File: src/rtl/tcon_pkg.sv
// Shared types and constants for the TCON display-timing generator.
// Latency: n/a (declarations only).
// Backpressure: n/a.
package tcon_pkg;

    typedef enum logic [1:0] {
        ST_IDLE = 2'd0,
        ST_LOAD = 2'd1,
        ST_RUN  = 2'd2,
        ST_ERR  = 2'd3
    } tcon_state_e;

    localparam int TCON_HCNT_BW = 12;
    localparam int TCON_VCNT_BW = 12;
    localparam int TCON_HSPM_BW = 8;
    localparam int TCON_VSPM_BW = 8;
    localparam int TCON_FCNT_BW = 8;

    // Per-frame mode bits held in the shadow set
    typedef struct packed {
        logic hs_pol;
        logic vs_pol;
        logic de_pol;
        logic de_only;
    } tcon_mode_t;

    // Level a timing output sits at when its raw signal is deasserted
    function automatic logic inactive_lvl(input logic pol);
        return ~pol;
    endfunction

endpackage

File: src/rtl/tcon_axis_cnt.sv
// One timing axis: position counter, wrap compare, sync and active window decode.
// Latency: counter updates on the clock edge; decodes are combinational from the counter.
// Backpressure: none; advances whenever step_i is high, clr_i has priority.
module tcon_axis_cnt
    import tcon_pkg::*;
#(
    parameter int CNT_BW = TCON_HCNT_BW,
    parameter int PM_BW  = TCON_HSPM_BW
) (
    input  logic              clk,
    input  logic              rstn,
    input  logic              clr_i,
    input  logic              step_i,
    input  logic [PM_BW-1:0]  pw_i,
    input  logic [PM_BW-1:0]  bp_i,
    input  logic [CNT_BW-1:0] at_i,
    input  logic [PM_BW-1:0]  fp_i,
    output logic [CNT_BW-1:0] cnt_o,
    output logic              wrap_o,
    output logic              sync_o,
    output logic              act_o
);
    // One extra bit so a total of exactly 2^CNT_BW is representable
    localparam int TW = CNT_BW + 1;

    logic [CNT_BW-1:0] cnt_q, cnt_d;
    logic [TW-1:0]     total, act_start, act_end, cnt_ext;

    // Window boundaries derived from the shadowed geometry
    always_comb begin
        total     = TW'(pw_i) + TW'(bp_i) + TW'(at_i) + TW'(fp_i);
        act_start = TW'(pw_i) + TW'(bp_i);
        act_end   = act_start + TW'(at_i);
        cnt_ext   = TW'(cnt_q);
    end

    assign wrap_o = (cnt_ext == (total - TW'(1)));
    assign sync_o = (cnt_ext < TW'(pw_i));
    assign act_o  = (cnt_ext >= act_start) && (cnt_ext < act_end);
    assign cnt_o  = cnt_q;

    // Next count: clear wins, otherwise step and wrap at total-1
    always_comb begin
        cnt_d = cnt_q;
        if (clr_i) begin
            cnt_d = '0;
        end else if (step_i) begin
            cnt_d = wrap_o ? '0 : cnt_q + CNT_BW'(1);
        end
    end

    // Counter register
    always_ff @(posedge clk or negedge rstn) begin
        if (!rstn) begin
            cnt_q <= '0;
        end else begin
            cnt_q <= cnt_d;
        end
    end

endmodule

File: src/rtl/tcon_timing_gen.sv
// Display timing generator: HS/VS/DE with polarity, DE-only mode, line IRQ, frame count, shadowed config.
// Latency: enable to first frame_start is 3 cycles; timing outputs lag h_cnt/v_cnt by 1 cycle.
// Backpressure: none; free-running while enabled, enable low returns to idle on the next cycle.
module tcon_timing_gen
    import tcon_pkg::*;
#(
    parameter int HCNT_BW = TCON_HCNT_BW,
    parameter int VCNT_BW = TCON_VCNT_BW,
    parameter int HSPM_BW = TCON_HSPM_BW,
    parameter int VSPM_BW = TCON_VSPM_BW,
    parameter int FCNT_BW = TCON_FCNT_BW
) (
    input  logic               clk,
    input  logic               rstn,
    input  logic               enable,
    input  logic [HSPM_BW-1:0] reg_hspw,
    input  logic [HSPM_BW-1:0] reg_hsbp,
    input  logic [HSPM_BW-1:0] reg_hsfp,
    input  logic [HCNT_BW-1:0] reg_hsat,
    input  logic [VSPM_BW-1:0] reg_vspw,
    input  logic [VSPM_BW-1:0] reg_vsbp,
    input  logic [VSPM_BW-1:0] reg_vsfp,
    input  logic [VCNT_BW-1:0] reg_vsat,
    input  logic               reg_hs_pol,
    input  logic               reg_vs_pol,
    input  logic               reg_de_pol,
    input  logic               reg_de_only,
    input  logic [VCNT_BW-1:0] reg_line_irq,
    input  logic               reg_upd,
    output logic [HCNT_BW-1:0] h_cnt,
    output logic [VCNT_BW-1:0] v_cnt,
    output logic               hs_out,
    output logic               vs_out,
    output logic               de_out,
    output logic               frame_start,
    output logic               line_irq,
    output logic [FCNT_BW-1:0] frame_cnt,
    output logic               upd_done,
    output logic               cfg_err
);
    localparam int HTW = HCNT_BW + 1;
    localparam int VTW = VCNT_BW + 1;
    localparam logic [HTW-1:0] HT_MAX = {1'b1, {HCNT_BW{1'b0}}};
    localparam logic [VTW-1:0] VT_MAX = {1'b1, {VCNT_BW{1'b0}}};

    tcon_state_e state_q, state_d;

    // Shadow set, loaded on LOAD and on a pending frame-end reload
    logic [HSPM_BW-1:0] hspw_q, hsbp_q, hsfp_q;
    logic [HCNT_BW-1:0] hsat_q;
    logic [VSPM_BW-1:0] vspw_q, vsbp_q, vsfp_q;
    logic [VCNT_BW-1:0] vsat_q, line_irq_cfg_q;
    tcon_mode_t         mode_q, mode_in;

    logic               upd_pending_q, upd_pending_d;
    logic [FCNT_BW-1:0] frame_cnt_q;
    logic               hs_q, vs_q, de_q, frame_start_q, line_irq_q, upd_done_q, cfg_err_q;

    logic               run, cnt_clr, v_step, frame_end, reload, shd_load, cfg_ok;
    logic               hs_raw, vs_raw, de_raw;
    logic [HTW-1:0]     ht_chk;
    logic [VTW-1:0]     vt_chk;
    logic [HCNT_BW-1:0] h_cnt_w;
    logic [VCNT_BW-1:0] v_cnt_w;
    logic               h_wrap, h_sync, h_act, v_wrap, v_sync, v_act;

    assign mode_in = '{hs_pol: reg_hs_pol, vs_pol: reg_vs_pol,
                       de_pol: reg_de_pol, de_only: reg_de_only};

    // Validity of the candidate configuration presented on reg_*
    always_comb begin
        ht_chk = HTW'(reg_hspw) + HTW'(reg_hsbp) + HTW'(reg_hsat) + HTW'(reg_hsfp);
        vt_chk = VTW'(reg_vspw) + VTW'(reg_vsbp) + VTW'(reg_vsat) + VTW'(reg_vsfp);
        cfg_ok = (reg_hsat != '0) && (reg_vsat != '0)
              && (ht_chk <= HT_MAX) && (vt_chk <= VT_MAX)
              && (ht_chk >= HTW'(2)) && (vt_chk >= VTW'(2));
    end

    // FSM state register
    always_ff @(posedge clk or negedge rstn) begin
        if (!rstn) begin
            state_q <= ST_IDLE;
        end else begin
            state_q <= state_d;
        end
    end

    // FSM next state; enable low always returns to IDLE
    always_comb begin
        state_d = state_q;
        if (!enable) begin
            state_d = ST_IDLE;
        end else begin
            case (state_q)
                ST_IDLE: state_d = ST_LOAD;
                ST_LOAD: state_d = cfg_ok ? ST_RUN : ST_ERR;
                ST_RUN:  if (reload && !cfg_ok) state_d = ST_ERR;
                ST_ERR:  state_d = ST_ERR;
                default: state_d = ST_IDLE;
            endcase
        end
    end

    // FSM outputs: counting only while running and still enabled
    always_comb begin
        run       = (state_q == ST_RUN) && enable;
        cnt_clr   = !run;
        v_step    = run && h_wrap;
        frame_end = run && h_wrap && v_wrap;
        reload    = frame_end && upd_pending_q;
        shd_load  = ((state_q == ST_LOAD) && enable) || reload;
    end

    tcon_axis_cnt #(.CNT_BW(HCNT_BW), .PM_BW(HSPM_BW)) u_h_axis (
        .clk    (clk),
        .rstn   (rstn),
        .clr_i  (cnt_clr),
        .step_i (run),
        .pw_i   (hspw_q),
        .bp_i   (hsbp_q),
        .at_i   (hsat_q),
        .fp_i   (hsfp_q),
        .cnt_o  (h_cnt_w),
        .wrap_o (h_wrap),
        .sync_o (h_sync),
        .act_o  (h_act)
    );

    tcon_axis_cnt #(.CNT_BW(VCNT_BW), .PM_BW(VSPM_BW)) u_v_axis (
        .clk    (clk),
        .rstn   (rstn),
        .clr_i  (cnt_clr),
        .step_i (v_step),
        .pw_i   (vspw_q),
        .bp_i   (vsbp_q),
        .at_i   (vsat_q),
        .fp_i   (vsfp_q),
        .cnt_o  (v_cnt_w),
        .wrap_o (v_wrap),
        .sync_o (v_sync),
        .act_o  (v_act)
    );

    // Shadow registers; polarities reset active-high so outputs idle low
    always_ff @(posedge clk or negedge rstn) begin
        if (!rstn) begin
            hspw_q         <= '0;
            hsbp_q         <= '0;
            hsfp_q         <= '0;
            hsat_q         <= '0;
            vspw_q         <= '0;
            vsbp_q         <= '0;
            vsfp_q         <= '0;
            vsat_q         <= '0;
            line_irq_cfg_q <= '0;
            mode_q         <= '{hs_pol: 1'b1, vs_pol: 1'b1, de_pol: 1'b1, de_only: 1'b0};
        end else if (shd_load) begin
            hspw_q         <= reg_hspw;
            hsbp_q         <= reg_hsbp;
            hsfp_q         <= reg_hsfp;
            hsat_q         <= reg_hsat;
            vspw_q         <= reg_vspw;
            vsbp_q         <= reg_vsbp;
            vsfp_q         <= reg_vsfp;
            vsat_q         <= reg_vsat;
            line_irq_cfg_q <= reg_line_irq;
            mode_q         <= mode_in;
        end
    end

    // Update request: a pulse coinciding with a reload re-arms for the next frame end
    always_comb begin
        upd_pending_d = upd_pending_q;
        if (!run) begin
            upd_pending_d = 1'b0;
        end else begin
            if (reload) upd_pending_d = 1'b0;
            if (reg_upd) upd_pending_d = 1'b1;
        end
    end

    // Pending flag and completed-frame counter (cleared only by reset)
    always_ff @(posedge clk or negedge rstn) begin
        if (!rstn) begin
            upd_pending_q <= 1'b0;
            frame_cnt_q   <= '0;
        end else begin
            upd_pending_q <= upd_pending_d;
            if (frame_end) frame_cnt_q <= frame_cnt_q + FCNT_BW'(1);
        end
    end

    // Raw decodes before polarity
    always_comb begin
        hs_raw = h_sync && !mode_q.de_only;
        vs_raw = v_sync && !mode_q.de_only;
        de_raw = h_act && v_act;
    end

    // Output register stage: one cycle behind the counters, inactive when not running
    always_ff @(posedge clk or negedge rstn) begin
        if (!rstn) begin
            hs_q          <= 1'b0;
            vs_q          <= 1'b0;
            de_q          <= 1'b0;
            frame_start_q <= 1'b0;
            line_irq_q    <= 1'b0;
            upd_done_q    <= 1'b0;
            cfg_err_q     <= 1'b0;
        end else begin
            if (run) begin
                hs_q          <= hs_raw ~^ mode_q.hs_pol;
                vs_q          <= vs_raw ~^ mode_q.vs_pol;
                de_q          <= de_raw ~^ mode_q.de_pol;
                frame_start_q <= (h_cnt_w == '0) && (v_cnt_w == '0);
                line_irq_q    <= (h_cnt_w == '0) && (v_cnt_w == line_irq_cfg_q);
            end else begin
                hs_q          <= inactive_lvl(mode_q.hs_pol);
                vs_q          <= inactive_lvl(mode_q.vs_pol);
                de_q          <= inactive_lvl(mode_q.de_pol);
                frame_start_q <= 1'b0;
                line_irq_q    <= 1'b0;
            end
            upd_done_q <= reload;
            cfg_err_q  <= (state_d == ST_ERR);
        end
    end

    assign h_cnt       = h_cnt_w;
    assign v_cnt       = v_cnt_w;
    assign hs_out      = hs_q;
    assign vs_out      = vs_q;
    assign de_out      = de_q;
    assign frame_start = frame_start_q;
    assign line_irq    = line_irq_q;
    assign frame_cnt   = frame_cnt_q;
    assign upd_done    = upd_done_q;
    assign cfg_err     = cfg_err_q;

endmodule
File: config.mk
export PLATFORM = sky130hd
export DESIGN_NAME = tcon_timing_gen
export DESIGN_NICKNAME = d
export VERILOG_FILES = /design/src/rtl/tcon_pkg.sv /design/src/rtl/tcon_axis_cnt.sv /design/src/rtl/tcon_timing_gen.sv
export SDC_FILE = /design/constraint.sdc
export NUM_CORES = 1
export LEC_CHECK = 0
export CAP_MARGIN = 25
export CORE_MARGIN = 1.5
export CORE_UTILIZATION = 60
export CTS_CLUSTER_DIAMETER = 80
export DETAILED_ROUTE_END_ITERATION = 10
export DONT_BUFFER_PORTS = 1
export GPL_TIMING_DRIVEN = 0
export MAX_ROUTING_LAYER = met4
export PLACE_DENSITY = 0.76
export SYNTH_ARGS = -nofsm -noshare
export SYNTH_HDL_FRONTEND = slang
export SYNTH_SLANG_ARGS = --single-unit
File: constraint.sdc
create_clock -name clk -period 7.2 [get_ports clk]
set_clock_uncertainty 0.15 [all_clocks]
set_input_delay 0.72 -clock clk [delete_from_list [all_inputs] [get_ports clk]]
set_output_delay 0.72 -clock clk [all_outputs]
set_load 0.01 [all_outputs]
==> results by group, run 1 <==
Yosys
  – Area contributors post-synth: dfrtp_1 27%, ha_1 14%, mux2_2 6.7%, fa_1 6.5%, xnor2_1 5.4%
  – Synth Cell Area: approximately 12000 sq um
  – Unique masters post-synth: 79
  – Most common library cells after synthesis: 136 x ha_1, 127 x dfrtp_1, 114 x inv_1, 73 x xnor2_1, 70 x mux2_2
  – Mapped Nets: 1458
  – Number of synthesized flops with an enable pin: 0
  – Synth Flop Type: dfrtp_1
  – Largest area contributor in the netlist: dfrtp_1
  – Most frequent cell after synthesis: ha_1
  – Post-Syn Instances: 1192
  – Asr flop ratio synth: between 90% and 100%
  – Syn Area/Cell: roughly 9.8 sq um
  – Seq/Total Area, Yosys: about 28%
  – #FFs+latches synth: 130
  – Syn. warnings: 0
  – Top cell type's share of synthesized area: 27.07%

STA
  – Slew HR: roughly two fifths
  – Worst Tran Pin Value: 0.8535 ns
  – Final WS setup: 0.5050 ns
  – FMAX: ~150 MHz
  – Minimum clock period: 6.695 ns
  – Hold Violations, Final: 0
  – Final period util: a little over 90%
  – Unrepaired setup endpoints after global routing: no
  – Setup violations, final: 0
  – Slew Limit Fails: 0
  – Setup TNS: 0 ns

Floorplanning
  – Die width: 142.9 microns
  – Initial core utilization: 61.93%
  – Die area: 20410 sq um
  – Chip height: 142.9 microns
  – Cell Rows: 50
  – Core area: 18960 sq um
  – IO Pins: 131

Final layout
  – Final net count: 1479
  – Layout cells sized above 1: 13.70%
  – Final core utilization: about 67%
  – Area delta synth->final: 8.196%

Clocking
  – CTS sink cnt: 130
  – CTS max path bufs: 2
  – Worst-Skew Late Latency: between 0.4 and 0.5 ns
  – Inserted Clock Buffers: 17
  – H-tree levels: 4
  – CTS tree: done
  – Clock slew seen by the registers of the worst setup and hold paths: 0.07 ns
  – Root buffer cell: clkbuf_16

Place
  – Pre-CTS WS: 0.4142 ns
  – Post-DP HPWL: 22.72 mm
  – IO buf count: 0
  – GP Congestion: ~0.91

Critical path
  – Critical Path RT: 7.36 ns
  – Critical path startpoint category: flip-flop
  – Flop-to-flop setup slack: between 0.5 and 0.6 ns
  – Setup Crit Path Kind: flip-flop to flip-flop
  – CP max stage delay: 0.41 ns
  – Max FO, Critical Path: 10
  – Critical path arrival: 6.86 ns
  – Critical Path End Type: flip-flop
  – Slowest cell on the critical path: dfrtp_1

Route
  – Routed length per instance: 19.24 microns
  – Pre-Repair DR Iteration Count: 7
  – First DRT Iteration DRCs: 499
  – Via density: 6.065
  – Detail Route Antenna Nets: 0
  – DRC Markers: 0
  – Routed WL: between 20 and 30 mm
  – DR vias: between 9000 and 10000

Flow run
  – # Max-Cap Violations: 0

Global routing
  – Initial antenna violation count: 1
  – Grt ovf: 0
  – GRT met1 Usage: 34.65%
  – First-pass GRT wire length: 47.12 mm
  – GR Util met3: 7.109%
  – Vias in the first global route: about 9300
  – Largest net degree at the start of global routing: 131
  – Global Route Usage Sum: 30.70%
  – GR peak layer: met2
  – Met2 Resource Use GR: a little over half

Min path
  – Hold WC Path Type: input port to async pin

Status
  – Status: finished clean
==> cell usage in the layout, fill, tap and decap left out, types with 11 or more instances in the layout <==
| cell | n |
|---|---|
| ha_1 | 136 |
| dfrtp_1 | 127 |
| inv_1 | 114 |
| xnor2_1 | 73 |
| mux2_2 | 70 |
| a21oi_1 | 63 |
| nor2_1 | 60 |
| nand2_1 | 50 |
| fa_1 | 38 |
| xor2_1 | 37 |
| o21ai_0 | 37 |
| nand3_1 | 31 |
| a21o_1 | 24 |
| clkbuf_1 | 20 |
| mux2_4 | 20 |
| nor3_1 | 19 |
| nor4_1 | 17 |
| clkbuf_16 | 17 |
| o211ai_1 | 14 |
| nand2b_1 | 13 |
| and3_1 | 13 |
| o21bai_1 | 12 |
| nor3b_1 | 11 |
==> cell type report <==
| class | instances | area (sq um) |
|---|---|---|
| inverter | 114 | 427.9 |
| sequential | 130 | 3257 |
| clock buffer | 18 | 429.2 |
| fill | 1526 | 6254 |
| antenna | 1 | 2.502 |
| clock inverter | 14 | 155.1 |
| timing repair buffer | 2 | 35.03 |
| multi-input combinational | 913 | 7843 |
| tap | 260 | 325.3 |
| buffer | 35 | 227.7 |
==> per-layer routing <==
metal / wire length (microns) / vias up
met5: 0 / -
met4: 597 / 0
met3: 1736 / 44
met2: 14740 / 235
met1: 11540 / 4428
li1: - / 4312
==> path summary, 6_finish.rpt <==
kind                                  startpoint                endpoint  cells after the start
setup / recovery           hspw_q[1]$_DFFE_PN0P_   hspw_q[6]$_DFFE_PN0P_                     29
hold / removal                              rstn   vsbp_q[0]$_DFFE_PN0P_                      1
setup reg to reg           hspw_q[1]$_DFFE_PN0P_   hspw_q[6]$_DFFE_PN0P_                     29
hold reg to reg            vsfp_q[2]$_DFFE_PN0P_   vsfp_q[2]$_DFFE_PN0P_                      1
max in group asynchronous                   rstn  hsat_q[11]$_DFFE_PN0P_                      1
min in group clk                          enable    state_q[1]$_DFF_PN0_                      1
==> metrics by stage <==
stage	hold slack, ns	cells	area (sq um)
after detailed placement	0.2786	1452	12070
after CTS	0.1395	1485	12680
after floorplan	0.2744	1192	11740
final	0.1112	1487	12700
after global placement	0.2774	1452	12070
after global routing	0.1574	1487	12700
==> state kept, by name, summed over array words and instances (netlist names), 2 cells and up <==
| signal | cells |
|---|---|
| u_v_axis.cnt_o | 12 |
| u_h_axis.cnt_o | 12 |
| vsbp_q | 8 |
| vspw_q | 8 |
| vsat_q | 12 |
| state_q | 2 |
| hspw_q | 8 |
| vsfp_q | 8 |
| mode_q | 4 |
| frame_cnt | 8 |
| line_irq_cfg_q | 12 |
| hsfp_q | 8 |
| hsbp_q | 8 |
| hsat_q | 12 |
==> critical path, delay by kind of cell (launching register included) <==
kind	cells	cell delay (ns)
DFF	1	0.41
buffers and inverters	4	0.65
muxes	1	0.31
and+or+nand+nor	5	1.00
xor gates and xnor gates	3	0.67
adders and majority gates	3	0.91
AOI/OAI and AO/OA	13	2.49
==> logic make-up (layout without fill, tap and decap cells) <==
| group | after synthesis | count (layout) | share of synthesized area, % |
|---|---|---|---|
| simple gates | 274 | 274 | 12.31 |
| mux | 97 | 97 | 9.901 |
| compound gates | 254 | 254 | 14.85 |
| other cells | 0 | 1 | 0 |
| buf+inv | 149 | 183 | 5.584 |
| fa+ha+maj | 176 | 176 | 21.14 |
| xor+xnor | 112 | 112 | 8.473 |
| flops | 130 | 130 | 27.74 |
==> what timing repair did <==
item | in CTS | in global routing
resized for setup | 0 | 2
endpoints found under the setup margin | 0 | 101
endpoints found under the hold margin | 130 | 0
buffers inserted | 0 | 1
hold buffers | 1 | 0
Power of run 1 is not shown: default switching activity piles up to over one toggle a cycle in this logic, so the estimate is an artifact.
==> run 2: changes to the inputs <==
--- a/config.mk
+++ b/config.mk
@@ -7,13 +7,14 @@
 export LEC_CHECK = 0
 export CAP_MARGIN = 25
 export CORE_MARGIN = 1.5
-export CORE_UTILIZATION = 60
+export CORE_UTILIZATION = 58
 export CTS_CLUSTER_DIAMETER = 80
 export DETAILED_ROUTE_END_ITERATION = 10
 export DONT_BUFFER_PORTS = 1
 export GPL_TIMING_DRIVEN = 0
 export MAX_ROUTING_LAYER = met4
-export PLACE_DENSITY = 0.76
+export PLACE_DENSITY = 0.78
+export RECOVER_POWER = 50
 export SYNTH_ARGS = -nofsm -noshare
 export SYNTH_HDL_FRONTEND = slang
 export SYNTH_SLANG_ARGS = --single-unit
==> run 2 against run 1 <==
The run now ends with capacitance limit, slew limit left. Die area is 3.4% higher. Sequential cell count unchanged. Non-clock buffer count rose by 1. Sequential share of layout area fell by 0.11 points. Via count is 0.22% higher. Setup slack got worse by 0.041 ns. Final cell count is 0.47% higher. Register-to-register slack worse by 0.04 ns. Largest cell class unchanged.
==> results by group, run 2 (synthesis results as in run 1) <==
Final layout
  – Final net count: 1480
  – Layout cells sized above 1: 14.02%
  – Final Cell Area: 12760 sq um
  – Most frequent cells in the layout: 136 x ha_1, 127 x dfrtp_1, 114 x inv_1
  – Commonest non-fill, non-tap cell in the layout: ha_1
  – Fillers: 1600
  – Area delta synth->final: 8.675%

Global routing
  – Largest net degree at the start of global routing: 131
  – Global Route Usage Sum: 29.22%
  – Initial antenna violation count: 2
  – First-pass GRT wire length: 47.42 mm
  – Vias in the first global route: 9182
  – Grt ovf: 0

Floorplanning
  – Initial core utilization: 59.73%
  – Die area: 21100 sq um
  – Core area: between 15000 and 20000 sq um
  – Chip height: 145.3 microns
  – IO Pins: around 130
  – Cell Rows: 51
  – Die width: 145.3 microns

Critical path
  – CP max stage delay: 0.57 ns
  – Critical Path End Type: flip-flop
  – Crit path depth: 29
  – Critical path startpoint category: flip-flop
  – Flop-to-flop setup slack: between 0.4 and 0.5 ns
  – Critical Path Start: hspw_q[0]$_DFFE_PN0P_
  – Setup Crit Path Kind: flip-flop to flip-flop
  – Reg-to-reg critical path endpoint: hspw_q[5]$_DFFE_PN0P_
  – CP Capture Point: hspw_q[5]$_DFFE_PN0P_
  – Slowest cell on the critical path: or4_4
  – Max FO, Critical Path: 10
  – R2R depth: 29
  – Crit path buf inv count: 6
  – Worst r2r src: hspw_q[0]$_DFFE_PN0P_
  – CP most frequent cell: a21oi_1
  – Top Family by Delay on Critical Path: compound AO/OA/AOI/OAI gates
  – Critical Path RT: about 7.4 ns
  – Critical path arrival: 6.89 ns

Route
  – Detail Route Antenna Nets: 0
  – Routed length per instance: 19.22 microns
  – Pre-Repair DR Iteration Count: 5
  – Via density: 6.050
  – DR vias: 9039
  – DRC Markers: 0
  – First DRT Iteration DRCs: 372
  – Routed WL: 28.72 mm

Clocking
  – Root buffer cell: clkbuf_16
  – Clock slew seen by the registers of the worst setup and hold paths: 0.06 ns
  – Worst-Skew Late Latency: 0.43 ns
  – CTS max path bufs: 2
  – CTS tree: done
  – CTS sink cnt: 130
  – H-tree levels: 4
  – Inserted Clock Buffers: 17

Flow run
  – # Max-Cap Violations: 1

STA
  – Slew HR: -115.5%
  – Hold Violations, Final: 0
  – Setup violations, final: 0
  – Slew Limit Fails: 131
  – Minimum clock period: between 6 and 7 ns
  – Unrepaired setup endpoints after global routing: no
  – Final period util: about 94%
  – Worst Tran Pin Value: around 3.2 ns
  – FMAX: between 100 and 150 MHz
  – Setup TNS: 0 ns

Place
  – IO buf count: 0
  – GP Congestion: 0.9168
  – Dpl cell area: 12070 sq um
  – Post-DP HPWL: approximately 23 mm

Status
  – Failing checks: capacitance limit, slew limit
  – Status: finished, violations left

Min path
  – Hold WC Path Type: input port to flip-flop
[run 2: cell count changes in the layout (fill, tap and decap cells not counted), sizes merged]
| cell | change |
|---|---|
| clkinv | -3 |
| inv | +3 |
| bufinv | +1 |
| clkbuf | +1 |
| clkinvlp | -1 |
| diode | +1 |
[run 2: repair_timing]
item	CTS	global route
setup buffers	0	2
resized for setup	0	5
hold buffers	1	0
endpoints found under the setup margin	0	88
hold endpoints to repair	130	0
[run 2: per-layer routing]
metal | share of wire (%) | global-route usage (%) | wire [microns]
met4 | 3.5 | 12.65 | 1017
met3 | 5.8 | 6.384 | 1668
met5 | 0 | - | 0
met2 | 49 | 48.10 | 13970
met1 | 42 | 34.44 | 12060
[run 2: through the flow]
step                      util, %  instances  hold slack [ns]  setup slack, ns
after CTS                   64.78       1490           0.1473           0.3362
after global routing        64.92       1494           0.2516          0.02466
after global placement      61.42       1457           0.2789           0.5198
after floorplan                 -       1192           0.2744            1.220
final                       64.92       1494           0.2599           0.4637
after detailed placement    61.42       1457           0.2788           0.4263
[run 2: area by class of cell]
| class | count | area [sq um] | area share (%) |
|---|---|---|---|
| Antenna cell | 2 | 5.005 | 0.03923 |
| Tap cell | 265 | 331.6 | 2.599 |
| Inverter | 114 | 427.9 | 3.354 |
| Clock inverter | 14 | 192.7 | 1.510 |
| Sequential cell | 130 | 3257 | 25.53 |
| Clock buffer | 18 | 439.2 | 3.442 |
| Buffer | 35 | 227.7 | 1.785 |
| Timing Repair Buffer | 3 | 20.02 | 0.1569 |
| Multi-Input combinational cell | 913 | 7858 | 61.59 |
[run 2: worst register-to-register path, delay by kind of cell, from the launching register on]
family | cells | cell delay, ns
AOI/OAI and AO/OA | 11 | 1.97
xor gates and xnor gates | 2 | 0.27
muxes | 2 | 0.62
and+or+nand+nor | 4 | 1.17
buffers and inverters | 6 | 0.94
DFF | 1 | 0.37
adders and majority gates | 4 | 1.14
[run 2: worst min path at each step]
| stage | from | endpoint | slack (ns) | cells past startpoint |
|---|---|---|---|---|
| 6_report | enable | state_q[1]$_DFF_PN0_ | 0.26 | 1 |
| 4_1_cts | rstn | vsfp_q[1]$_DFFE_PN0P_ | 0.15 | 1 |
| 3_5_place_dp | rstn | vsfp_q[1]$_DFFE_PN0P_ | 0.28 | 0 |
| 5_1_grt | enable | state_q[1]$_DFF_PN0_ | 0.25 | 1 |
| 3_3_place_gp | rstn | vsfp_q[1]$_DFFE_PN0P_ | 0.28 | 0 |
| 2_1_floorplan | rstn | cfg_err$_DFF_PN0_ | 0.27 | 0 |
Power of run 2 is left out for the same reason.
